--- config.mk ---
export PLATFORM = sky130hd
export DESIGN_NAME = uart_block_link
export DESIGN_NICKNAME = d
export VERILOG_FILES = /design/src/rtl/uart_block_link.sv
export SDC_FILE = /design/constraint.sdc
export NUM_CORES = 1
export LEC_CHECK = 0
export BUFFER_PORTS_ARGS = -buffer_cell sky130_fd_sc_hd__buf_4
export CORE_ASPECT_RATIO = 2
export CORE_UTILIZATION = 54
export CTS_BUF_LIST = sky130_fd_sc_hd__clkbuf_8
export DETAILED_ROUTE_END_ITERATION = 12
export GPL_TIMING_DRIVEN = 0
export PLACE_DENSITY = 0.72
export SLEW_MARGIN = 20
export SYNTH_ARGS = -nofsm -noshare
export SYNTH_HDL_FRONTEND = slang
export SYNTH_SLANG_ARGS = --single-unit
export TNS_END_PERCENT = 100
--- constraint.sdc ---
create_clock -name clk -period 20.6 [get_ports clk]
set_input_delay 4.12 -clock clk [delete_from_list [all_inputs] [get_ports clk]]
set_output_delay 4.12 -clock clk [all_outputs]
set_load 0.01 [all_outputs]
--- src/rtl/uart_block_link.sv ---
// uart_block_link: 8N1 UART receiver assembling BLOCK_BYTES-byte blocks, byte-selectable readout, optional block echo on tx.
// Latency: block_valid/frame_err one cycle after the stop sample; port_out one cycle after block_valid or a sel change.
// Backpressure: none; a block completing mid-echo still updates block_data, is not echoed, and pulses tx_overrun.
module uart_block_link #(
  parameter int CLK_DIV      = 434,
  parameter int BLOCK_BYTES  = 8,
  parameter int SEL_W        = 3,
  parameter int TIMEOUT_BITS = 32,
  parameter int ECHO         = 1
) (
  input  logic                     clk,
  input  logic                     rst,
  input  logic                     rx,
  output logic                     tx,
  input  logic [SEL_W-1:0]         sel,
  output logic [7:0]               port_out,
  output logic [8*BLOCK_BYTES-1:0] block_data,
  output logic                     block_valid,
  output logic                     frame_err,
  output logic                     timeout,
  output logic                     tx_busy,
  output logic                     tx_overrun
);

  localparam int          DIV_W     = $clog2(CLK_DIV);
  localparam logic [DIV_W-1:0] DIV_LAST  = DIV_W'(CLK_DIV - 1);
  localparam logic [DIV_W-1:0] HALF_LAST = DIV_W'(CLK_DIV / 2 - 1);
  localparam logic [SEL_W-1:0] LAST_SLOT = SEL_W'(BLOCK_BYTES - 1);
  localparam bit          TO_EN     = (TIMEOUT_BITS > 0);
  localparam logic [31:0] TO_LAST   = 32'(TIMEOUT_BITS * CLK_DIV - 1);
  localparam bit          ECHO_EN   = (ECHO != 0);

  typedef enum logic [1:0] {RX_IDLE, RX_START, RX_DATA, RX_STOP} rx_state_t;
  typedef enum logic [1:0] {TX_IDLE, TX_START, TX_DATA, TX_STOP} tx_state_t;

  // rx synchronizer and edge history
  logic rx_meta;
  logic rxs;
  logic rxs_d;
  logic start_edge;

  // receiver state
  rx_state_t                rx_state;
  logic [DIV_W-1:0]         rx_cnt;
  logic [2:0]               rx_bit;
  logic [7:0]               rx_shift;
  logic [SEL_W-1:0]         byte_cnt;
  logic [31:0]              idle_cnt;
  logic [8*BLOCK_BYTES-1:0] asm_buf;
  logic [8*BLOCK_BYTES-1:0] asm_next;

  // transmitter state
  tx_state_t                tx_state;
  logic [DIV_W-1:0]         tx_cnt;
  logic [2:0]               tx_bit;
  logic [SEL_W-1:0]         tx_idx;
  logic [8*BLOCK_BYTES-1:0] tx_shadow;

  assign start_edge = rxs_d & ~rxs;

  // Two-flop synchronizer on rx plus one more stage for falling-edge detection; idle-high reset.
  always_ff @(posedge clk or posedge rst) begin
    if (rst) begin
      rx_meta <= 1'b1;
      rxs     <= 1'b1;
      rxs_d   <= 1'b1;
    end else begin
      rx_meta <= rx;
      rxs     <= rx_meta;
      rxs_d   <= rxs;
    end
  end

  // Assembly buffer with the just-received byte dropped into the current slot.
  always_comb begin
    asm_next = asm_buf;
    asm_next[8*byte_cnt +: 8] = rx_shift;
  end

  // Receive FSM: start qualification, bit sampling, stop check, block assembly and inter-byte timeout.
  always_ff @(posedge clk or posedge rst) begin
    if (rst) begin
      rx_state    <= RX_IDLE;
      rx_cnt      <= '0;
      rx_bit      <= '0;
      rx_shift    <= '0;
      byte_cnt    <= '0;
      idle_cnt    <= '0;
      asm_buf     <= '0;
      block_data  <= '0;
      block_valid <= 1'b0;
      frame_err   <= 1'b0;
      timeout     <= 1'b0;
    end else begin
      block_valid <= 1'b0;
      frame_err   <= 1'b0;
      timeout     <= 1'b0;
      idle_cnt    <= '0;
      case (rx_state)
        RX_IDLE: begin
          rx_cnt <= '0;
          // idle time only matters while a block is partially assembled
          if (TO_EN && byte_cnt != '0) begin
            if (idle_cnt == TO_LAST) begin
              timeout  <= 1'b1;
              byte_cnt <= '0;
            end else begin
              idle_cnt <= idle_cnt + 32'd1;
            end
          end
          // a start edge coinciding with expiry still begins a frame, which lands in slot 0
          if (start_edge) begin
            rx_state <= RX_START;
            idle_cnt <= '0;
          end
        end
        RX_START: begin
          if (rx_cnt == HALF_LAST) begin
            rx_cnt <= '0;
            rx_bit <= '0;
            rx_state <= rxs ? RX_IDLE : RX_DATA;
          end else begin
            rx_cnt <= rx_cnt + 1'b1;
          end
        end
        RX_DATA: begin
          if (rx_cnt == DIV_LAST) begin
            rx_cnt   <= '0;
            rx_shift <= {rxs, rx_shift[7:1]};
            if (rx_bit == 3'd7) begin
              rx_state <= RX_STOP;
            end else begin
              rx_bit <= rx_bit + 3'd1;
            end
          end else begin
            rx_cnt <= rx_cnt + 1'b1;
          end
        end
        RX_STOP: begin
          if (rx_cnt == DIV_LAST) begin
            rx_cnt   <= '0;
            rx_state <= RX_IDLE;
            if (rxs) begin
              asm_buf <= asm_next;
              if (byte_cnt == LAST_SLOT) begin
                block_data  <= asm_next;
                block_valid <= 1'b1;
                byte_cnt    <= '0;
              end else begin
                byte_cnt <= byte_cnt + 1'b1;
              end
            end else begin
              // bad stop bit: drop the partial block
              frame_err <= 1'b1;
              byte_cnt  <= '0;
            end
          end else begin
            rx_cnt <= rx_cnt + 1'b1;
          end
        end
        default: rx_state <= RX_IDLE;
      endcase
    end
  end

  // Live byte select of the latched block, registered.
  always_ff @(posedge clk or posedge rst) begin
    if (rst) begin
      port_out <= '0;
    end else if (32'(sel) < BLOCK_BYTES) begin
      port_out <= block_data[8*sel +: 8];
    end else begin
      port_out <= '0;
    end
  end

  // Echo FSM: sends the shadowed block byte by byte in 8N1; busy exactly while not idle.
  always_ff @(posedge clk or posedge rst) begin
    if (rst) begin
      tx_state   <= TX_IDLE;
      tx_cnt     <= '0;
      tx_bit     <= '0;
      tx_idx     <= '0;
      tx_shadow  <= '0;
      tx         <= 1'b1;
      tx_busy    <= 1'b0;
      tx_overrun <= 1'b0;
    end else begin
      tx_overrun <= ECHO_EN && block_valid && tx_busy;
      case (tx_state)
        TX_IDLE: begin
          tx     <= 1'b1;
          tx_cnt <= '0;
          if (ECHO_EN && block_valid) begin
            tx_shadow <= block_data;
            tx_idx    <= '0;
            tx        <= 1'b0;
            tx_busy   <= 1'b1;
            tx_state  <= TX_START;
          end
        end
        TX_START: begin
          if (tx_cnt == DIV_LAST) begin
            tx_cnt   <= '0;
            tx_bit   <= '0;
            tx       <= tx_shadow[0];
            tx_state <= TX_DATA;
          end else begin
            tx_cnt <= tx_cnt + 1'b1;
          end
        end
        TX_DATA: begin
          if (tx_cnt == DIV_LAST) begin
            tx_cnt <= '0;
            if (tx_bit == 3'd7) begin
              tx       <= 1'b1;
              tx_state <= TX_STOP;
            end else begin
              tx_bit <= tx_bit + 3'd1;
              tx     <= tx_shadow[tx_bit + 3'd1];
            end
          end else begin
            tx_cnt <= tx_cnt + 1'b1;
          end
        end
        TX_STOP: begin
          if (tx_cnt == DIV_LAST) begin
            tx_cnt <= '0;
            if (tx_idx == LAST_SLOT) begin
              tx_busy  <= 1'b0;
              tx_state <= TX_IDLE;
            end else begin
              // next byte moves into the low lane of the shadow
              tx_idx    <= tx_idx + 1'b1;
              tx_shadow <= tx_shadow >> 8;
              tx        <= 1'b0;
              tx_state  <= TX_START;
            end
          end else begin
            tx_cnt <= tx_cnt + 1'b1;
          end
        end
        default: tx_state <= TX_IDLE;
      endcase
    end
  end

endmodule
==> reports/metrics.cfg, run 1 <==
[floorplan]
vertical_die_dimension_um = 223
core_um2 = 23900
start_util = 0.552
ioPinCount = 84
fp.dieArea_um2 = 25100
die_width_um = 113
fp-row-count = 80

[logic_synthesis]
synth.largest_area_cell = sky130_fd_sc_hd__dfrtp_1
main_combinational_cell_family_by_area_after_synthesis = multiplexers
syn-num-nets = 1230
synth_mux_area_frac = 0.176
yosysMostFrequentCell = sky130_fd_sc_hd__dfrtp_1
synth_largest_type_area_fraction = 0.528
ys_ff_latch = 283
arithmetic_cell_share_of_the_synthesized_area_counting_full_adders_half_adders_and_majority_gates = 0.0199
synth_seq_area_share = 0.536
yosys_warnings = 0
synthDistinctLibCells = 55
postSynth.asyncResetShare = 1.00
post_synth_most_frequent_cells = sky130_fd_sc_hd__dfrtp_1 (279), sky130_fd_sc_hd__nor2_1 (142), sky130_fd_sc_hd__mux2i_1 (112)
synth-edff-count = 0
post_synth_xor_area_fraction = 0.0258
post_synth_design_cell_area_um2 = 13200
synth_area_per_cell_um2 = 11.0
synth-compound-area-share = 0.0845
synth_ff_type = sky130_fd_sc_hd__dfrtp_1
synth_area_leaders = sky130_fd_sc_hd__dfrtp_1 (53%), sky130_fd_sc_hd__mux2i_1 (8.5%), sky130_fd_sc_hd__mux2_2 (6.2%), sky130_fd_sc_hd__nor2_1 (4.0%), sky130_fd_sc_hd__a21oi_1 (3.1%)
gate_count_of_the_mapped_netlist = 1203
synth_simple_gate_area_share = 0.128

[sta]
timing.final.crit_share = 0.267
fmax_ghz = 0.182
final_count_of_hold_timing_violations = 0
timing.hold.ws_ns = 0.355
fin_skew_ns = 0.0249
fin_setup_tns_ns = 0
finalMaxSlewViolations = 0
worst_pin_slew_ns = 0.785
setup_viol = 0
timing.final.crit_period_ns = 5.51
relSlewSlack = 0.477
rsz0062_at_grt = false

[final_layout]
footprint_of_the_multi_input_gates_um2 = 5730
antenna-diode-count = 0
post_route_cells_drive_above_1_share = 0.199
layoutNonFillerInstCount = 1641
final_net_count = 1355
finalInstanceArea_um2 = 15100
syn_to_final_growth_pct = 14.2
count_of_filler_cells_inserted_in_the_layout = 1969
layout.area.seq_um2 = 7090

[min_path]
holdCritPathClass = flop to flop

[cts]
tritoncts_num_sinks = 283
clock_path_buffers = 3
cts_resized = 0
clock_tree_from_tritoncts = yes
post_cts_buffers = 0
htree_num_levels = 2
cts-root-buf = sky130_fd_sc_hd__clkbuf_8
clock_insertion_delay_worst_skew_ns = 0.55
worst_setup_hold_path_clk_slew_ns = 0.07
cts-hold-fix-buffers = 0
cts_inserted_buffers = 41

[place]
placed_cells_incl_taps = 1572
place.detailed.hpwl_mm = 25.4
port_buffers = 80
placement.cell_area_um2 = 14200
gp_routability_congestion = 0.958

[critical_path]
timing.critical_path.arrival_ns = 5.94
cp_slowest_stage_delay_ns = 0.63
critical_path.endpoint_type = flop
critical_path_peak_fanout = 10
critPathTopFamily = multiplexers
worstSetupStartpointType = input port
worstPathRequired_ns = 21.03
timing_worst_setup_path_type = input port to flop
critical_path_cell_with_the_highest_stage_delay = sky130_fd_sc_hd__mux4_2
crit_buf_inv = 2
cp_cell_sequence = clkbuf_1 -> buf_2 -> mux4_2 -> mux2_2

[routing]
routed_via_density = 5.79
route.antenna.remaining_nets = 0
first_iter_violations = 497
drt_wl_total_mm = 33.8
wire_per_inst_um = 20.6
detail_route.drc_violations = 0
route.vias.total = 9503
drt_pass1_iterations = 5

[global_routing]
track_usage = 0.283
grt_first_pass_wirelength_mm = 54.2
grt_max_degree = 108
global_route.overflow_total = 0
grt_pass1_vias = 9973
antenna_found_initial = 0

[outcome]
status = completed

[power_and_ir_drop]
power.leakage_nw = 6.84
power.ir.vdd_worst_uv = 59.9
pwr_density_cell_nw_per_um2 = 69.1

[flow_run]
maxCapViolations = 0

## state kept, by name (all words and copies together) (netlist names), 2 cells and up, named ones only
signal and flops:
asm_buf 64, block_data 64, tx_shadow 64, idle_cnt 32, rx_cnt 9, tx_cnt 9
port_out 8, rx_shift 8, byte_cnt 3, rx_bit 3, tx_bit 3, tx_idx 3
tx_state 2
## report_power, final
group          switching [mW]  internal, mW  total, mW  leakage, nW
registers            0.000914         0.557      0.558         3.94
clock network           0.210         0.256      0.466        0.480
logic                  0.0154       0.00436     0.0198         2.42
total                   0.226         0.818       1.04         6.84
## layout make-up
type | count | area share
buffer | 77 | 0.0215
clock buffer | 57 | 0.0520
clock inverter | 12 | 0.00489
inverter | 19 | 0.00522
multi-input combinational | 824 | 0.380
sequential | 283 | 0.469
tap | 287 | 0.0238
timing repair buffer | 82 | 0.0434
## per-stage QoR
stage | utilization | worst slack, ns | power [mW]
detailed placement | 0.595 | 14.51 | 0.589
floorplan | - | 8.68 | 0.582
global placement | 0.593 | 5.69 | 0.587
CTS | 0.631 | 15.08 | 1.05
finish | 0.631 | 15.09 | 1.04
global route | 0.631 | 15.00 | 1.08
## worst register-to-register path: stages (launching register included)
cell	delay, ns
sky130_fd_sc_hd__dfrtp_1	0.40
sky130_fd_sc_hd__clkbuf_1	0.37
sky130_fd_sc_hd__inv_1	0.15
sky130_fd_sc_hd__ha_1	0.23
sky130_fd_sc_hd__ha_1	0.27
sky130_fd_sc_hd__nor3_1	0.35
sky130_fd_sc_hd__and3_1	0.22
sky130_fd_sc_hd__buf_2	0.27
sky130_fd_sc_hd__nand2_1	0.31
sky130_fd_sc_hd__mux2_2	0.39
## worst paths after layout
check	start	end	slack, ns	cells after the start
hold reg to reg	rx_meta	rxs	0.35	0
setup / recovery	sel[0]	port_out[6]	15.09	4
max in group asynchronous	rst	block_data[53]	15.52	4
min in group asynchronous	rst	block_data[12]	3.63	2
hold / removal	rx_meta	rxs	0.35	0
setup reg to reg	byte_cnt[0]	asm_buf[16]	17.51	9
## placed cells by master (no fill, tap or decap), types with 3 or more instances in the layout
cell type	n
sky130_fd_sc_hd__nand2b_1	6
sky130_fd_sc_hd__clkbuf_1	49
sky130_fd_sc_hd__a22o_1	18
sky130_fd_sc_hd__xor2_1	18
sky130_fd_sc_hd__nor4_1	13
sky130_fd_sc_hd__a31o_2	3
sky130_fd_sc_hd__and2_1	5
sky130_fd_sc_hd__clkbuf_8	57
sky130_fd_sc_hd__inv_1	27
sky130_fd_sc_hd__buf_1	8
sky130_fd_sc_hd__o21ai_0	78
sky130_fd_sc_hd__nand4_1	14
sky130_fd_sc_hd__nor2_1	142
sky130_fd_sc_hd__and3_1	8
sky130_fd_sc_hd__or3_1	7
sky130_fd_sc_hd__nor2b_1	4
sky130_fd_sc_hd__buf_4	84
sky130_fd_sc_hd__dfrtp_1	279
sky130_fd_sc_hd__dfstp_2	4
sky130_fd_sc_hd__mux2_2	73
sky130_fd_sc_hd__nand3_1	26
sky130_fd_sc_hd__xnor2_1	21
sky130_fd_sc_hd__nor3_1	11
sky130_fd_sc_hd__buf_2	15
sky130_fd_sc_hd__and4_1	5
sky130_fd_sc_hd__mux2i_1	112
sky130_fd_sc_hd__a21oi_1	83
sky130_fd_sc_hd__ha_1	21
sky130_fd_sc_hd__mux4_2	17
sky130_fd_sc_hd__nand2_1	105
## layer usage
layer / global-route usage / up-vias / part of all wire
met5: 0 / - / 0
met4: 0.180 / 0 / 0.069
met3: 0.0329 / 94 / 0.033
met2: 0.539 / 237 / 0.56
met1: 0.285 / 4712 / 0.34
li1: - / 4460 / -
## cells by family (layout without fill, tap and decap cells)
logic type / after synthesis / after routing
AO/OA/AOI/OAI: 197 / 197
flip-flops: 283 / 283
adder cells (fa/ha/maj): 21 / 21
buffers and inverters: 96 / 247
XOR/XNOR: 39 / 39
multiplexers: 202 / 202
AND/OR/NAND/NOR: 365 / 365
Note: power is estimated with default switching activity, not from simulation.
==> inputs of run 2 (changes only) <==
--- a/config.mk
+++ b/config.mk
@@ -11,7 +11,7 @@
 export CTS_BUF_LIST = sky130_fd_sc_hd__clkbuf_8
 export DETAILED_ROUTE_END_ITERATION = 12
 export GPL_TIMING_DRIVEN = 0
-export PLACE_DENSITY = 0.72
+export PLACE_DENSITY = 0.75
 export SLEW_MARGIN = 20
 export SYNTH_ARGS = -nofsm -noshare
 export SYNTH_HDL_FRONTEND = slang
==> constraint.sdc (replaced) <==
create_clock -name clk -period 5.05 [get_ports clk]
set_input_delay 1.01 -clock clk [delete_from_list [all_inputs] [get_ports clk]]
set_output_delay 1.01 -clock clk [all_outputs]
set_load 0.01 [all_outputs]
==> run 2 against run 1 <==
  * Sequential power increased to 4.1 times the previous value
  * Final cell count grew 0.43%
  * Critical endpoint is now asm_buf[4]
  * Largest cell class unchanged
  * First-iteration DRC count fell by 7.8%
==> reports/metrics.cfg, run 2 (synthesis results as in run 1) <==
[cts]
clock_tree_from_tritoncts = yes
cts_inserted_buffers = 41  ; unchanged
tritoncts_num_sinks = 283  ; unchanged
cts_resized = 0  ; unchanged
clock_insertion_delay_worst_skew_ns = 0.56  ; about the same
cts-root-buf = sky130_fd_sc_hd__clkbuf_8
post_cts_buffers = 0  ; unchanged
worst_setup_hold_path_clk_slew_ns = 0.07  ; about the same
cts-hold-fix-buffers = 0  ; unchanged
htree_num_levels = 2  ; unchanged
clock_path_buffers = 3  ; unchanged

[sta]
rsz0062_at_grt = false
timing.final.crit_share = 0.606
fmax_ghz = 0.327
timing.final.crit_period_ns = 3.06
timing.hold.ws_ns = 0.356  ; +0.00111 ns
final_count_of_hold_timing_violations = 0  ; unchanged
final_critical_path_setup_slack_ns = 1.99  ; -13.10 ns
setup_viol = 0  ; unchanged
fin_skew_ns = 0.0209  ; -0.00404 ns
finalMaxSlewViolations = 0  ; unchanged
relSlewSlack = 0.447  ; -0.0299
worst_pin_slew_ns = 0.829  ; +0.0448 ns

[floorplan]
core_um2 = 23900  ; unchanged
fp-row-count = 80  ; unchanged
vertical_die_dimension_um = 223  ; unchanged
fp.dieArea_um2 = 25100  ; unchanged
ioPinCount = 84  ; unchanged
die_width_um = 113  ; unchanged
start_util = 0.552  ; unchanged

[power_and_ir_drop]
internal_power_mw = 3.39  ; +310%
power_frac_seq = 0.525  ; -0.009
power.leakage_nw = 6.91  ; +0.91%
switchingPower_mw = 0.943  ; +320%
power.ir.vdd_worst_uv = 289  ; +380%
switching_share = 0.218  ; +0.00105
pwr_density_cell_nw_per_um2 = 284  ; +310%
share_clk_of_total_power = 0.454  ; +0.007
combinationalPowerShare = 0.021  ; +0.002
report.power.total_mw = 4.33  ; +320%

[min_path]
holdCritPathClass = flop to flop
timing.hold.worst.start = rx_meta

[final_layout]
footprint_of_the_multi_input_gates_um2 = 5730  ; unchanged
count_of_filler_cells_inserted_in_the_layout = 1943  ; -1.3%
finalInstanceArea_um2 = 15200  ; +0.96%
layout.cells.most_common_list = sky130_fd_sc_hd__dfrtp_1 (279), sky130_fd_sc_hd__nor2_1 (142), sky130_fd_sc_hd__mux2i_1 (112)
post_route_cells_drive_above_1_share = 0.204  ; +0.00485
final_net_count = 1362  ; +0.52%
layout.area.seq_um2 = 7090  ; unchanged
antenna-diode-count = 0  ; unchanged
layout_commonest_cell = sky130_fd_sc_hd__dfrtp_1
layout_top_registers = asm_buf: 64 flops, block_data: 64 flops, tx_shadow: 64 flops
layoutNonFillerInstCount = 1648  ; +0.43%
syn_to_final_growth_pct = 15.3

[critical_path]
worstSetupStartpointType = flop
critical_path_cell_with_the_highest_stage_delay = sky130_fd_sc_hd__dfrtp_1
critical_path.endpoint_type = flop
r2r_start = byte_cnt[0]
crit_buf_inv = 4  ; +2
critical_path_peak_fanout = 10  ; unchanged
crit_path_start = byte_cnt[0]
timing.critical_path.arrival_ns = 3.51  ; -2.43 ns
timing_worst_setup_path_type = flop to flop
worstPathRequired_ns = 5.50  ; -15.53 ns
cp_slowest_stage_delay_ns = 0.41  ; -0.22 ns
critPathTopFamily = buffers and inverters
cp_cell_sequence = clkbuf_1 -> inv_1 -> ha_1 -> ha_1 -> nor2_1 -> nand4_1 -> buf_2 -> nand2b_1 -> clkbuf_1 -> mux2_2

[place]
dp_slack_ns = 2.05  ; -12.45 ns
port_buffers = 80  ; unchanged
placed_cells_incl_taps = 1579  ; +0.45%
placement.cell_area_um2 = 14400  ; +0.91%
gp_routability_congestion = 0.918  ; -4.2%
place.detailed.hpwl_mm = 25.6  ; +0.65%

[global_routing]
track_usage = 0.283  ; about the same
grt_pass1_vias = 10024  ; +0.51%
grt_max_degree = 37  ; -66%
global_route.overflow_total = 0  ; unchanged
antenna_found_initial = 1  ; +1
grt_first_pass_wirelength_mm = 54.0  ; -0.38%

[outcome]
status = completed

[routing]
routed_via_density = 5.87  ; +1.3%
drt_wl_total_mm = 34.1  ; +0.73%
wire_per_inst_um = 20.7  ; +0.30%
route.antenna.remaining_nets = 0  ; unchanged
drt_pass1_iterations = 5  ; unchanged
first_iter_violations = 458  ; -7.8%
detail_route.drc_violations = 0  ; unchanged
route.vias.total = 9672  ; +1.8%

[flow_run]
maxCapViolations = 0  ; unchanged

[run 2: cell types whose count changed in the layout (fill, tap and decap cells not counted), sizes merged]
cell / previous run / this run
clkbuf: 107 / 103
clkinvlp: 0 / 1
inv: 28 / 26
clkinv: 2 / 5
buf: 109 / 116
bufinv: 1 / 3
[run 2: power groups by stage]
stage	logic, mW	clock network [mW]	registers [mW]
after CTS	0.0961	2.01	2.27
after global placement	0.0758	0	2.32
after floorplan	0.0575	0	2.32
final	0.0925	1.97	2.28
after global routing	0.106	2.09	2.27
after detailed placement	0.0958	0	2.32
[run 2: layer usage]
metal  vias to the layer above  share of wire  track usage
li1                       4475              -            -
met1                      4814           0.34        0.277
met2                       257           0.54        0.519
met3                       124          0.040       0.0413
met4                         2          0.087        0.228
met5                         -        0.00026            0
[run 2: worst register-to-register path, stage by stage, from the launching register on]
cell	delay, ns
sky130_fd_sc_hd__dfrtp_1	0.41
sky130_fd_sc_hd__clkbuf_1	0.37
sky130_fd_sc_hd__inv_1	0.15
sky130_fd_sc_hd__ha_1	0.23
sky130_fd_sc_hd__ha_1	0.39
sky130_fd_sc_hd__nor2_1	0.08
sky130_fd_sc_hd__nand4_1	0.10
sky130_fd_sc_hd__buf_2	0.28
sky130_fd_sc_hd__nand2b_1	0.15
sky130_fd_sc_hd__clkbuf_1	0.41
sky130_fd_sc_hd__mux2_2	0.39
[run 2: path summary, 6_finish.rpt]
path | to | slack [ns] | cells past startpoint
min | rxs | 0.36 | 0
min in group asynchronous | tx_shadow[12] | 0.41 | 2
max in group asynchronous | asm_buf[51] | 3.44 | 6
max reg2reg | asm_buf[4] | 1.99 | 10
max | asm_buf[4] | 1.99 | 10
min reg2reg | rxs | 0.36 | 0
[run 2: final cells by class]
cell class,instances,area share
clock buffers,53,0.0479
inverters,19,0.00493
flip-flops and latches,283,0.465
clock inverters,16,0.00952
multi-input cells,824,0.376
well taps,287,0.0236
plain buffers,77,0.0213
repair buffers,89,0.0517
[run 2: metrics by stage]
step                utilization  TNS, ns
finish                    0.637        0
global route              0.637        0
CTS                       0.637        0
detailed placement        0.601        0
global placement          0.593  -340.00
floorplan                     -        0
==> inputs of run 3 (changes only) <==
--- a/config.mk
+++ b/config.mk
@@ -5,13 +5,14 @@
 export SDC_FILE = /design/constraint.sdc
 export NUM_CORES = 1
 export LEC_CHECK = 0
+export ABC_AREA = 1
 export BUFFER_PORTS_ARGS = -buffer_cell sky130_fd_sc_hd__buf_4
 export CORE_ASPECT_RATIO = 2
 export CORE_UTILIZATION = 54
 export CTS_BUF_LIST = sky130_fd_sc_hd__clkbuf_8
 export DETAILED_ROUTE_END_ITERATION = 12
 export GPL_TIMING_DRIVEN = 0
-export PLACE_DENSITY = 0.75
+export PLACE_DENSITY = 0.72
 export SLEW_MARGIN = 20
 export SYNTH_ARGS = -nofsm -noshare
 export SYNTH_HDL_FRONTEND = slang
==> constraint.sdc (replaced) <==
create_clock -name clk -period 3.1 [get_ports clk]
set_input_delay 0.62 -clock clk [delete_from_list [all_inputs] [get_ports clk]]
set_output_delay 0.62 -clock clk [all_outputs]
set_load 0.01 [all_outputs]
==> run 3 against run 2 <==
  * Combinational power rose to 8.6 times the previous value
  * Clock skew up 0.010 ns
  * Area after synthesis increased by 3.3%
  * Non-clock buffer count fell by 2
  * Routed wire length up 19%
  * Total power up 81%
  * Setup slack worse by 1.7 ns
  * Sequential power is 68% higher
  * Clock-buffer cell count rose by 1
  * Register-to-register slack got worse by 1.7 ns
  * Via count rose by 26%
  * Final cell count up 34%
  * Critical path type unchanged
  * Critical endpoint is now block_data[53]
==> reports/metrics.cfg, run 3 <==
[routing]
route.vias.total = 12227  ; +26%
route.antenna.remaining_nets = 0  ; unchanged
detail_route.drc_violations = 0  ; unchanged
drt_pass1_iterations = 6  ; +1
first_iter_violations = 1023  ; +120%
routed_via_density = 5.54  ; -5.6%
wire_per_inst_um = 18.4  ; -11%
drt_wl_total_mm = 40.7  ; +19%

[logic_synthesis]
postSynth.asyncResetShare = 1.00  ; unchanged
synth_area_per_cell_um2 = 8.00  ; -27%
synth_largest_type_area_fraction = 0.511  ; -0.0170
syn-num-nets = 1733  ; +41%
gate_count_of_the_mapped_netlist = 1706  ; +42%
synth-edff-count = 0  ; unchanged
post_synth_design_cell_area_um2 = 13700  ; +3.3%
yosys_warnings = 0  ; unchanged
ys_ff_latch = 283  ; unchanged
yosysMostFrequentCell = sky130_fd_sc_hd__nand2_1
post_synth_most_frequent_cells = sky130_fd_sc_hd__nand2_1 (524), sky130_fd_sc_hd__dfrtp_1 (279), sky130_fd_sc_hd__o21ai_0 (274)
synthDistinctLibCells = 39  ; -29%
synth_area_leaders = sky130_fd_sc_hd__dfrtp_1 (51%), sky130_fd_sc_hd__nand2_1 (14%), sky130_fd_sc_hd__o21ai_0 (10%), sky130_fd_sc_hd__nor2_1 (4.1%), sky130_fd_sc_hd__inv_1 (3.8%)
synth.largest_area_cell = sky130_fd_sc_hd__dfrtp_1
synth_ff_type = sky130_fd_sc_hd__dfrtp_1
synth_seq_area_share = 0.519  ; -0.0172

[final_layout]
layout_top_registers = asm_buf: 64 flops, block_data: 64 flops, tx_shadow: 64 flops
post_route_cells_drive_above_1_share = 0.117  ; -0.0871
syn_to_final_growth_pct = 15.4  ; about the same
layout_commonest_cell = sky130_fd_sc_hd__nand2_1
finalInstanceArea_um2 = 15800  ; +3.4%
final_net_count = 1866  ; +37%
final_util = 0.632  ; -0.00504
footprint_of_the_multi_input_gates_um2 = 5680  ; -0.98%
layout.cells.most_common_list = sky130_fd_sc_hd__nand2_1 (524), sky130_fd_sc_hd__dfrtp_1 (279), sky130_fd_sc_hd__o21ai_0 (274)
count_of_filler_cells_inserted_in_the_layout = 2284  ; +18%
layout.area.seq_um2 = 7090  ; unchanged

[place]
placement.cell_area_um2 = 14900  ; +3.5%
place.detailed.hpwl_mm = 30.8  ; +20%
port_buffers = 81  ; +1.3%
gp_routability_congestion = 0.935  ; +1.9%

[power_and_ir_drop]
pwr_density_cell_nw_per_um2 = 498  ; +75%
power.leakage_nw = 7.41  ; +7.3%
power.ir.vdd_worst_uv = 358  ; +24%

[global_routing]
grt_pass1_vias = 12055  ; +20%
grt_max_degree = 36  ; -2.7%
track_usage = 0.328  ; +0.0448
antenna_found_initial = 1  ; unchanged
grt_first_pass_wirelength_mm = 63.5  ; +18%
global_route.overflow_total = 0  ; unchanged

[critical_path]
critical_path.endpoint_type = flop
worstPathRequired_ns = 3.61  ; -1.89 ns
r2r_start = byte_cnt[0]
critical_path_peak_fanout = 10  ; unchanged
worstSetupStartpointType = flop
crit_path_start = byte_cnt[0]
r2r_end = block_data[53]
cp-endpoint = block_data[53]
timing_worst_setup_path_type = flop to flop
timing.critical_path.arrival_ns = 3.34  ; -0.17 ns
worst_r2r_path_depth = 11  ; +1
rrSetupSlack_ns = 0.27  ; -1.72 ns

[cts]
htree_num_levels = 2  ; unchanged
worst_setup_hold_path_clk_slew_ns = 0.07  ; about the same
cts-hold-fix-buffers = 0  ; unchanged
clock_tree_from_tritoncts = yes
clock_insertion_delay_worst_skew_ns = 0.59  ; +0.03 ns
tritoncts_num_sinks = 283  ; unchanged
post_cts_buffers = 0  ; unchanged
cts_inserted_buffers = 41  ; unchanged
cts-root-buf = sky130_fd_sc_hd__clkbuf_8
clock_path_buffers = 3  ; unchanged
cts_resized = 0  ; unchanged

[floorplan]
ioPinCount = 84  ; unchanged
die_width_um = 114  ; +1.6%
fp-row-count = 82  ; +2.5%
core_um2 = 24900  ; +4.2%
fp.dieArea_um2 = 26000  ; +3.3%
vertical_die_dimension_um = 227  ; +1.6%
start_util = 0.548  ; -0.00473

[flow_run]
maxCapViolations = 0  ; unchanged

[min_path]
holdCritPathClass = input port to asynchronous set/reset pin

[sta]
fmax_ghz = 0.353  ; +8.0%
final_count_of_hold_timing_violations = 0  ; unchanged
finalMaxSlewViolations = 0  ; unchanged
worst_pin_slew_ns = 0.818  ; -0.0108 ns
rsz0062_at_grt = false
timing.final.crit_share = 0.913  ; +0.308
fin_skew_ns = 0.0313  ; +0.0104 ns
relSlewSlack = 0.454  ; +0.00722
setup_viol = 0  ; unchanged
fin_setup_tns_ns = 0  ; unchanged
timing.final.crit_period_ns = 2.83  ; -0.228 ns

[outcome]
status = completed

## run 3: how the worst min path moves through the flow
stage,end,slack [ns],depth (start not counted)
2_1_floorplan,rxs,0.35,0
3_5_place_dp,rxs,0.35,0
4_1_cts,tx_bit[0],0.06,2
6_report,port_out[2],0.07,2
5_1_grt,port_out[3],0.09,2
3_3_place_gp,rxs,0.35,0
## run 3: cells by family after synthesis
logic type / count (synthesis) / share of synthesized area
buf+inv: 218 / 0.0652
flops: 283 / 0.519
simple gates: 772 / 0.226
compound gates: 377 / 0.147
mux: 16 / 0.0117
fa+ha+maj: 21 / 0.0192
xor+xnor: 19 / 0.0122
## run 3: final cells by class
type	count	share of cell area
clock buffer	54	0.0472
timing repair buffer	90	0.0500
sequential	283	0.450
inverter	144	0.0346
tap	336	0.0267
clock inverter	20	0.00921
buffer	74	0.0222
antenna	1	0.000159
multi-input combinational	1205	0.360
## run 3: report_power, final
group | switching [mW] | internal (mW) | total (mW)
clock network | 1.51 | 1.73 | 3.24
registers | 0.0611 | 3.76 | 3.82
logic | 0.587 | 0.206 | 0.792
## run 3: metal layers
metal  wire length, um  global-route usage  up-vias
li1                  -                   -     5789
met1             14300               0.350     5764
met2             20500               0.565      484
met3              2010              0.0430      190
met4              3900               0.279        0
met5                 0                   0        -
## run 3: per-stage QoR
stage | power [mW] | worst slack [ns] | cells | hold WS, ns
after floorplan | 4.43 | -1.27 | 1706 | 0.345
after global placement | 4.62 | -2.86 | 2123 | 0.347
after detailed placement | 4.67 | 0.399 | 2132 | 0.350
after CTS | 7.87 | 0.371 | 2206 | 0.0639
after global routing | 8.16 | 0.116 | 2207 | 0.0897
final | 7.85 | 0.269 | 2207 | 0.0669
## run 3: critical path, stage by stage (launching register included)
cell and delay (ns):
sky130_fd_sc_hd__dfrtp_1 0.40, sky130_fd_sc_hd__inv_1 0.09, sky130_fd_sc_hd__ha_1 0.20, sky130_fd_sc_hd__ha_1 0.25
sky130_fd_sc_hd__inv_2 0.18, sky130_fd_sc_hd__nand2_1 0.17, sky130_fd_sc_hd__nor2_1 0.17, sky130_fd_sc_hd__nand3_1 0.27
sky130_fd_sc_hd__clkbuf_1 0.30, sky130_fd_sc_hd__o21ai_0 0.50, sky130_fd_sc_hd__nand2_1 0.13, sky130_fd_sc_hd__o21ai_2 0.08
